<file path="src/rtl/lives_controller.sv">
// lives_controller: player life-count sequencer.
// Tracks lives and runs the post-loss respawn freeze with HUD blinking.
// It also raises the game-over flag. Every output is registered.
module lives_controller #(
    parameter int INIT_LIVES     = 3,
    parameter int MAX_LIVES      = 9,
    parameter int RESPAWN_FRAMES = 120,
    parameter int BLINK_PERIOD   = 8
) (
    input  logic       clk,
    input  logic       resetN,
    input  logic       startOfFrame,
    input  logic       newGame,
    input  logic       ballLost,
    input  logic       extraLife,
    output logic [3:0] lives,
    output logic       hudVisible,
    output logic       respawnActive,
    output logic       gameOver,
    output logic       livesChanged
);

    localparam int FRAME_W = $clog2(RESPAWN_FRAMES + 1);
    localparam int BLINK_W = $clog2(BLINK_PERIOD + 1);

    localparam logic [3:0]         INIT_L      = 4'(INIT_LIVES);
    localparam logic [3:0]         MAX_L       = 4'(MAX_LIVES);
    localparam logic [FRAME_W-1:0] FRAME_LAST  = FRAME_W'(RESPAWN_FRAMES);
    localparam logic [BLINK_W-1:0] BLINK_LAST  = BLINK_W'(BLINK_PERIOD);

    typedef enum logic [1:0] {
        IDLE    = 2'd0,
        PLAY    = 2'd1,
        RESPAWN = 2'd2,
        OVER    = 2'd3
    } state_t;

    state_t             state_reg,     state_next;
    logic [3:0]         lives_reg,     lives_next;
    logic               hud_reg,       hud_next;
    logic               respawn_reg,   respawn_next;
    logic               over_reg,      over_next;
    logic               changed_reg,   changed_next;
    logic [FRAME_W-1:0] frame_cnt_reg, frame_cnt_next;
    logic [BLINK_W-1:0] blink_cnt_reg, blink_cnt_next;

    // Incremented counter values used by the respawn timing logic.
    logic [FRAME_W-1:0] frame_inc;
    logic [BLINK_W-1:0] blink_inc;

    assign frame_inc = frame_cnt_reg + 1'b1;
    assign blink_inc = blink_cnt_reg + 1'b1;

    // State and output registers. The reset is asynchronous and returns all flags at once.
    always_ff @(posedge clk or negedge resetN) begin
        if (!resetN) begin
            state_reg     <= IDLE;
            lives_reg     <= INIT_L;
            hud_reg       <= 1'b1;
            respawn_reg   <= 1'b0;
            over_reg      <= 1'b0;
            changed_reg   <= 1'b0;
            frame_cnt_reg <= '0;
            blink_cnt_reg <= '0;
        end else begin
            state_reg     <= state_next;
            lives_reg     <= lives_next;
            hud_reg       <= hud_next;
            respawn_reg   <= respawn_next;
            over_reg      <= over_next;
            changed_reg   <= changed_next;
            frame_cnt_reg <= frame_cnt_next;
            blink_cnt_reg <= blink_cnt_next;
        end
    end

    // Next-state logic. newGame overrides every other event. In every other case, the current state decides what happens.
    always_comb begin
        state_next     = state_reg;
        lives_next     = lives_reg;
        hud_next       = hud_reg;
        respawn_next   = respawn_reg;
        over_next      = over_reg;
        changed_next   = 1'b0;
        frame_cnt_next = frame_cnt_reg;
        blink_cnt_next = blink_cnt_reg;

        if (newGame) begin
            state_next     = PLAY;
            lives_next     = INIT_L;
            hud_next       = 1'b1;
            respawn_next   = 1'b0;
            over_next      = 1'b0;
            changed_next   = (lives_reg != INIT_L);
            frame_cnt_next = '0;
            blink_cnt_next = '0;
        end else begin
            case (state_reg)
                IDLE: begin
                    // Nothing but newGame matters before a game starts.
                end

                PLAY: begin
                    if (ballLost && extraLife) begin
                        // The loss and the 1-up cancel out. Only the freeze remains.
                        state_next     = RESPAWN;
                        respawn_next   = 1'b1;
                        hud_next       = 1'b0;
                        frame_cnt_next = '0;
                        blink_cnt_next = '0;
                    end else if (ballLost) begin
                        if (lives_reg <= 4'd1) begin
                            state_next   = OVER;
                            lives_next   = 4'd0;
                            over_next    = 1'b1;
                            hud_next     = 1'b1;
                            respawn_next = 1'b0;
                            changed_next = (lives_reg != 4'd0);
                        end else begin
                            state_next     = RESPAWN;
                            lives_next     = lives_reg - 4'd1;
                            changed_next   = 1'b1;
                            respawn_next   = 1'b1;
                            hud_next       = 1'b0;
                            frame_cnt_next = '0;
                            blink_cnt_next = '0;
                        end
                    end else if (extraLife && (lives_reg < MAX_L)) begin
                        lives_next   = lives_reg + 4'd1;
                        changed_next = 1'b1;
                    end
                end

                RESPAWN: begin
                    if (extraLife && (lives_reg < MAX_L)) begin
                        lives_next   = lives_reg + 4'd1;
                        changed_next = 1'b1;
                    end
                    if (startOfFrame) begin
                        frame_cnt_next = frame_inc;
                        blink_cnt_next = blink_inc;
                        if (blink_inc == BLINK_LAST) begin
                            hud_next       = ~hud_reg;
                            blink_cnt_next = '0;
                        end
                        // At the end of the freeze the HUD is forced to visible, even if it was due to toggle.
                        if (frame_inc == FRAME_LAST) begin
                            state_next     = PLAY;
                            respawn_next   = 1'b0;
                            hud_next       = 1'b1;
                            frame_cnt_next = '0;
                            blink_cnt_next = '0;
                        end
                    end
                end

                OVER: begin
                    lives_next = 4'd0;
                    over_next  = 1'b1;
                    hud_next   = 1'b1;
                end

                default: begin
                    state_next = IDLE;
                end
            endcase
        end
    end

    assign lives         = lives_reg;
    assign hudVisible    = hud_reg;
    assign respawnActive = respawn_reg;
    assign gameOver      = over_reg;
    assign livesChanged  = changed_reg;

endmodule

</file>
<file path="config.mk">
export PLATFORM = sky130hd
export DESIGN_NAME = lives_controller
export DESIGN_NICKNAME = d
export VERILOG_FILES = /design/src/rtl/lives_controller.sv
export SDC_FILE = /design/constraint.sdc
export NUM_CORES = 1
export LEC_CHECK = 0
export CAP_MARGIN = 20
export CELL_PAD_IN_SITES_DETAIL_PLACEMENT = 0
export CELL_PAD_IN_SITES_GLOBAL_PLACEMENT = 1
export CORE_ASPECT_RATIO = 0.5
export CORE_MARGIN = 4
export CORE_UTILIZATION = 47
export CTS_CLUSTER_DIAMETER = 80
export DETAILED_ROUTE_END_ITERATION = 10
export DONT_BUFFER_PORTS = 1
export HOLD_SLACK_MARGIN = 0.12
export MAX_ROUTING_LAYER = met4
export PLACE_DENSITY = 0.78
export SKIP_LAST_GASP = 1
export SYNTH_ARGS = -nofsm -noshare
export SYNTH_HDL_FRONTEND = slang
export SYNTH_SLANG_ARGS = --single-unit
</file>
<file path="constraint.sdc">
create_clock -name clk -period 2.1 [get_ports clk]
set_input_delay 0.315 -clock clk [delete_from_list [all_inputs] [get_ports clk]]
set_output_delay 0.315 -clock clk [all_outputs]
set_load 0.1 [all_outputs]
</file>
Word level (Yosys, flattened, before mapping):

Cells that the tools add are included.

* input port bits: 6
* output and inout bits: 8
* flip-flop bits (word level): 21

* bitwise gates (word level): 1
* equal/unequal tests: 14
* reductions and logical operators: 11
* magnitude comparators: 2
* multiplexer cells: 54
* $add $sub $neg: 4

Operator list (count)
* two-way mux 4 bit: 12
* two-way mux 7 bit: 6
* two-way mux 1 bit: 23
* AND reduction 4 bit: 4
* inequality test 3 bit (second input constant): 5
* case mux 7 bit (2 select lines): 1
* inequality test 4 bit (second input constant): 3
* case mux 4 bit (3 select lines): 1
* two-way mux 2 bit: 5
* adder 4 x 1 -> 4 bit (second input constant): 2
* case mux 4 bit (2 select lines): 1
* nonzero test 4 bit: 2
* adder 7 x 1 -> 7 bit (second input constant): 1
* equality test 7 bit (second input constant): 1
* case mux 1 bit (2 select lines): 3
* nonzero test 3 bit: 2
* equality test 2 bit (second input constant): 2
* equality test 4 bit (second input constant): 1
* <= comparator 4 x 1 -> 1 bit (second input constant): 1
* less-than comparator 4 bit (second input constant): 1
* inequality test 4 x 2 -> 1 bit (second input constant): 1
* case mux 2 bit (2 select lines): 1
* subtractor 4 x 1 -> 4 bit (second input constant): 1
* case mux 1 bit (3 select lines): 1
* other kinds (4): 5

Depth between registers and ports, before layout:

Gate-level depths: netlist of the first run.

* depth after elaboration: 7
* mapped depth: 8
* mapped depth without buffers: 7

Worst setup path after synthesis of the first run:

OpenSTA, ideal clock, no wires.

* kind: register -> register
* start: register lives_reg[0], in the netlist lives[0]
* end: register frame_cnt_reg[6]
* slack: -279 ps
* required time: 2024 ps
* arrival: 2302 ps
* cell stages (with the launch flop): 8
* setup time: 76 ps
* cells stage by stage: dfstp_2 inv_1 ha_1 or2_2 nand4_1 a21oi_1 or4_1 o21ai_1

* cells in the longest elaborated chain, start to end: 3

RTL lines
* from (decl): line 39 `logic [3:0] lives_reg, lives_next;`
* from (signal assigned): line 67 `lives_reg <= lives_next;`
* <= comparator 4 x 1 -> 1 bit: line 112 `if (lives_reg <= 4'd1) begin`
* inequality test 4 bit (no line)
* AND reduction 4 bit (no line)
* to (signal assigned): line 72 `frame_cnt_reg <= frame_cnt_next;`
* to (decl): line 44 `logic [FRAME_W-1:0] frame_cnt_reg, frame_cnt_next;`

Every way passes these cells.
A chain may end at the register's enable or synchronous reset.

Worst setup path after layout of the first run:

* start: register lives_reg[1], in the netlist lives[1]
* end: register frame_cnt_reg[6]

Same word-level chain as after synthesis.

==> impl_metrics.json, run 1 <==
{
  "worst_pin_slew_ns": 0.535,
  "first_iter_violations": 67,
  "drtAntennaViolNets": 0,
  "use_met1": 0.261,
  "layout_min_cycle_time_ns": 2.04,
  "routed_wl_mm": 3.72,
  "p_total_uw": 2210,
  "via_per_inst": 5.84,
  "syn_area_sq_um": 1550,
  "syn-mean-instance-area_sq_um": 8.46,
  "arrival_ns": 2.23,
  "clockRootBuffer": "clkbuf_8",
  "dp_hpwl_mm": 2.75,
  "vdd_drop_max_mv": 0.814,
  "multi_input_area_sq_um": 977,
  "grt_max_degree": 22,
  "num_rows": 14,
  "min_period_over_period": 0.971,
  "synth_enable_flop_cells": 0,
  "p_per_area_nw_per_um2": 1200,
  "place_inst": 237,
  "clk_latency_ns": 0.26,
  "grt_overflow": 0,
  "worstPathRequired_ns": 2.29,
  "finalClockSkew_ns": 0.00512,
  "nets": 220,
  "busiest_layer": "met2",
  "drv_slew": 0,
  "placed_area_sq_um": 1750,
  "wl_per_cell_microns": 15.2,
  "diodes": 0,
  "yosysTopAreaCell": "dfrtp_1",
  "die_area_sq_um": 4330,
  "largest_register_ffs": 7,
  "cts_buffers": 3,
  "dieWidth_microns": 89.2,
  "seqCellArea_sq_um": 537,
  "final-instance-count-excl-fill": 244,
  "hold_viol": 0,
  "yosys_warnings": 0,
  "post_cts_buffers": 0,
  "synth.most_common_cell": "dfrtp_1",
  "ys.flop_type": "dfrtp_1",
  "yosysTopAreaCellShare": 0.291,
  "n_fill_cell": 287,
  "synth.area.top_cells": "dfrtp_1 29%, ha_1 7.3%, dfstp_2 5.1%",
  "outcome": "finished, final reports clean",
  "grt_pass1_vias": 1334,
  "areaGrowthSynthToFinish_pct": 19.4,
  "drtPass1Iterations": 4,
  "worstSetupPathType": "register to register",
  "cts_htree_levels": 1,
  "finalSetupViolations": 0,
  "critPathCaptureType": "register",
  "synth_cells": 183,
  "synthTopCellsByCount": "18 x dfrtp_1, 15 x nand2_1, 14 x o21ai_0",
  "ys_types": 50,
  "cts.sinks": 21,
  "path_clk_slew_ns": 0.08,
  "core_sq_um": 3080,
  "layout-drive-gt1-share": 0.221,
  "clock_tree.buffer_depth": 2,
  "place_congestion": 0.816,
  "die_h_microns": 48.6,
  "start_util": 0.502,
  "stdcell_area_sq_um": 1850,
  "critPathMaxFanout": 15,
  "async_flop_share": 1.00,
  "synth-seq-cells": 21,
  "rsz0062_at_grt": "true",
  "grt_use_met2": 0.276,
  "fin_hold_ws_ns": 0.135,
  "p_leak_uw": 0.000790,
  "antenna_found_initial": 0,
  "fmax_mhz": 490,
  "slew_headroom": 0.642,
  "cts_tree": "built",
  "pin_count": 14,
  "grt_pass1_wl_mm": 6.33,
  "seq_area_frac_synth": 0.342,
  "vias": 1424,
  "syn-num-nets": 198,
  "critPathLaunchType": "register",
  "drcViolationCount": 0,
  "numPortBuffers": 0,
  "rrSetupSlack_ns": 0.06,
  "grtUsageTotal": 0.187,
  "grt_use_met3": 0.0492,
  "drv_cap": 0,
  "hold_class": "input port to register"
}
## repair_timing
item / in CTS / in global routing
gates resized for setup: 1 / 2
pin swaps: 0 / 1
setup endpoints to repair: 1 / 7
hold endpoints to repair: 24 / 0
hold buffers: 2 / 0
## cell usage in the layout, fill, tap and decap left out, types with 2 or more instances in the layout
| cell | instances |
|---|---|
| nor3_1 | 10 |
| nand2_1 | 15 |
| a21oi_1 | 11 |
| a31oi_1 | 4 |
| dlygate4sd3_1 | 2 |
| nand4b_1 | 3 |
| inv_4 | 2 |
| or2_2 | 4 |
| nand4_1 | 3 |
| and3_1 | 3 |
| or3_1 | 6 |
| buf_4 | 21 |
| clkbuf_8 | 3 |
| inv_1 | 9 |
| nor2_1 | 9 |
| o21ai_0 | 14 |
| nor2b_1 | 2 |
| and2_1 | 3 |
| nand3_1 | 5 |
| nand2_2 | 2 |
| or4_1 | 2 |
| dfstp_4 | 2 |
| a22o_1 | 4 |
| a21o_1 | 2 |
| dfrtp_1 | 18 |
| o311ai_2 | 2 |
| ha_1 | 8 |
| o21ai_1 | 5 |
## report_power, final
group / leakage [uW] / internal, uW / switching, uW
clock network: 0.0000228 / 135 / 136
logic: 0.000492 / 477 / 902
registers: 0.000275 / 504 / 55.1
## final timing paths
path                                  start               end  cells past startpoint
min                                 newGame     respawnActive                      1
max reg2reg                        lives[1]  frame_cnt_reg[6]                      7
min reg2reg                blink_cnt_reg[1]  blink_cnt_reg[1]                      2
max                                lives[1]  frame_cnt_reg[6]                      7
max in group asynchronous            resetN        hudVisible                      2
min in group asynchronous            resetN  frame_cnt_reg[4]                      1
## critical path, cell delays in order, from the launching register on
cell     delay, ns
dfstp_4       0.63
inv_4         0.04
ha_1          0.17
or2_4         0.25
nand4_1       0.14
a21oi_4       0.14
or4_1         0.52
o21ai_1       0.08
## per-stage QoR
step,setup WS (ns),setup TNS [ns],utilization
5_1_grt,-0.0175,-0.0303,0.599
3_3_place_gp,0.0554,0,0.569
4_1_cts,0.0309,0,0.593
6_report,0.0603,0,0.599
3_5_place_dp,-0.0112,-0.0112,0.569
2_1_floorplan,0.000335,0,-
## kinds of logic after synthesis
group,share of synthesized area
simple gates,0.272
compound gates,0.254
flops,0.342
buf+inv,0.0477
fa+ha+maj,0.0728
xor+xnor,0.00566
mux,0.00647
## area by class of cell
class | count | share of cell area
tap | 40 | 0.0271
timing repair buffer | 24 | 0.104
sequential | 21 | 0.290
clock buffer | 4 | 0.0244
inverter | 11 | 0.0251
multi-input combinational | 144 | 0.529
## routing by layer
layer	vias to the layer above	wire length (microns)
met2	34	1630
met4	0	11
met5	-	0
li1	726	-
met3	2	177
met1	662	1900
No activity file was read; power rests on OpenSTA's default activity.
==> run 2: changes to the inputs <==
--- a/config.mk
+++ b/config.mk
@@ -10,13 +10,14 @@
 export CELL_PAD_IN_SITES_GLOBAL_PLACEMENT = 1
 export CORE_ASPECT_RATIO = 0.5
 export CORE_MARGIN = 4
-export CORE_UTILIZATION = 47
+export CORE_UTILIZATION = 45
 export CTS_CLUSTER_DIAMETER = 80
+export CTS_CLUSTER_SIZE = 20
 export DETAILED_ROUTE_END_ITERATION = 10
 export DONT_BUFFER_PORTS = 1
 export HOLD_SLACK_MARGIN = 0.12
 export MAX_ROUTING_LAYER = met4
-export PLACE_DENSITY = 0.78
+export PLACE_DENSITY = 0.75
 export SKIP_LAST_GASP = 1
 export SYNTH_ARGS = -nofsm -noshare
 export SYNTH_HDL_FRONTEND = slang
==> run 2 against run 1 <==
Net effect: sequential power up 1%; clock-buffer cell count did not move; final area is 0.14% lower; worst hold slack improved by 0.0041 ns; flip-flop and latch count did not move; critical endpoint unchanged.
==> impl_metrics.json, run 2 (synthesis results as in run 1) <==
{
  "finalSetupViolations": 0,
  "start_util": 0.491,
  "critPathCaptureType": "register",
  "clock_tree.buffer_depth": 2,
  "cts_tree": "built",
  "path_clk_slew_ns": 0.08,
  "stdcell_area_sq_um": 1850,
  "seqCellArea_sq_um": 537,
  "grt_overflow": 0,
  "fin_ws_ns": 0.0868,
  "nets": 218,
  "worst_pin_slew_ns": 0.632,
  "cts.sinks": 21,
  "die_h_microns": 49.5,
  "critical_path.cell_chain": "inv_4, ha_4, or2_4, nand4_1, a21oi_4, or4_1, o21ai_1",
  "clockRootBuffer": "clkbuf_8",
  "min_period_over_period": 0.959,
  "finalClockSkew_ns": 0.00216,
  "final_common_cell": "buf_4",
  "core_sq_um": 3150,
  "p_leak_uw": 0.000784,
  "n_fill_cell": 279,
  "critPathMaxFanout": 12,
  "drv_cap": 0,
  "drtAntennaViolNets": 0,
  "vdd_drop_max_mv": 0.978,
  "drv_slew": 0,
  "rsz0062_at_grt": "true",
  "grt_pass1_wl_mm": 6.43,
  "p_per_area_nw_per_um2": 1180,
  "critPathLaunchType": "register",
  "slowest_delay_ns": 0.65,
  "pin_count": 14,
  "wl_per_cell_microns": 14.8,
  "final_cell_mix": "19 x buf_4, 18 x dfrtp_1, 15 x nand2_1",
  "place_congestion": 0.809,
  "crit_path_top_delay_cell": "dfstp_4",
  "placed_area_sq_um": 1740,
  "dieWidth_microns": 90.9,
  "grt_max_degree": 22,
  "num_rows": 14,
  "p_total_uw": 2170,
  "die_area_sq_um": 4500,
  "worstPathRequired_ns": 2.29,
  "cts_buffers": 3,
  "diodes": 0,
  "hold_viol": 0,
  "hold_class": "input port to register",
  "worstSetupPathType": "register to register",
  "dp_hpwl_mm": 2.71,
  "numPortBuffers": 0,
  "via_per_inst": 5.90,
  "areaGrowthSynthToFinish_pct": 19.2,
  "drtPass1Iterations": 4,
  "largest_register_ffs": 7,
  "final-instance-count-excl-fill": 242,
  "outcome": "finished, final reports clean",
  "routed_wl_mm": 3.58,
  "multi_input_area_sq_um": 977,
  "slew_headroom": 0.575,
  "grtUsageTotal": 0.180,
  "layout_min_cycle_time_ns": 2.01,
  "clk_latency_ns": 0.26,
  "layout-drive-gt1-share": 0.213,
  "drcViolationCount": 0,
  "arrival_ns": 2.20,
  "fmax_mhz": 497,
  "first_iter_violations": 45,
  "vias": 1427,
  "place_inst": 235,
  "cts_htree_levels": 1,
  "dpl_worst_slack_ns": 0.0468,
  "antenna_found_initial": 0,
  "grt_pass1_vias": 1379,
  "fin_hold_ws_ns": 0.139
}
[run 2: cell count changes in the layout (fill, tap and decap cells not counted)]
cell,previous run,this run
a21boi_0,0,1
buf_4,21,19
buf_16,0,1
a21boi_1,1,0
buf_8,1,0
[run 2: area by class of cell]
class | instances | share of cell area
Clock buffer | 4 | 0.0244
Multi-Input combinational cell | 144 | 0.529
Sequential cell | 21 | 0.291
Tap cell | 40 | 0.0271
Timing Repair Buffer | 22 | 0.103
Inverter | 11 | 0.0251
[run 2: where the power goes]
group / internal (uW) / switching (uW)
sequential: 504 / 60.8
clock: 135 / 132
combinational: 458 / 882
total: 1100 / 1080
[run 2: path summary, 6_finish.rpt]
check / from / to / slack (ns) / depth (start not counted)
max: lives[0] / frame_cnt_reg[6] / 0.09 / 7
min: newGame / respawnActive / 0.14 / 1
max reg2reg: lives[0] / frame_cnt_reg[6] / 0.09 / 7
min reg2reg: blink_cnt_reg[1] / blink_cnt_reg[1] / 0.56 / 2
max in group asynchronous: resetN / lives[1] / 1.29 / 2
min in group asynchronous: resetN / frame_cnt_reg[6] / 0.35 / 1
[run 2: per-layer routing]
metal  track usage  routed length (microns)
met5             -                        0
met4        0.0225                        9
met3        0.0562                      146
met1         0.232                     1810
met2         0.287                     1620
[run 2: timing repair]
action                                 in CTS  in global routing
hold buffers                                2                  0
resized for setup                           0                  2
buffers inserted                            0                  0
setup endpoints to repair                   0                 13
endpoints found under the hold margin      24                  0
[run 2: critical path: cells and delay by family (launching register included)]
| family | cells | cell delay (ns) |
|---|---|---|
| simple gates | 3 | 0.89 |
| flops | 1 | 0.65 |
| fa+ha+maj | 1 | 0.16 |
| compound gates | 2 | 0.20 |
| buf+inv | 1 | 0.04 |
[run 2: through the flow]
step	util	TNS [ns]
after floorplan	-	0
after global placement	0.552	0
after detailed placement	0.552	0
after CTS	0.572	0
after global routing	0.585	-0.0414
final	0.585	0
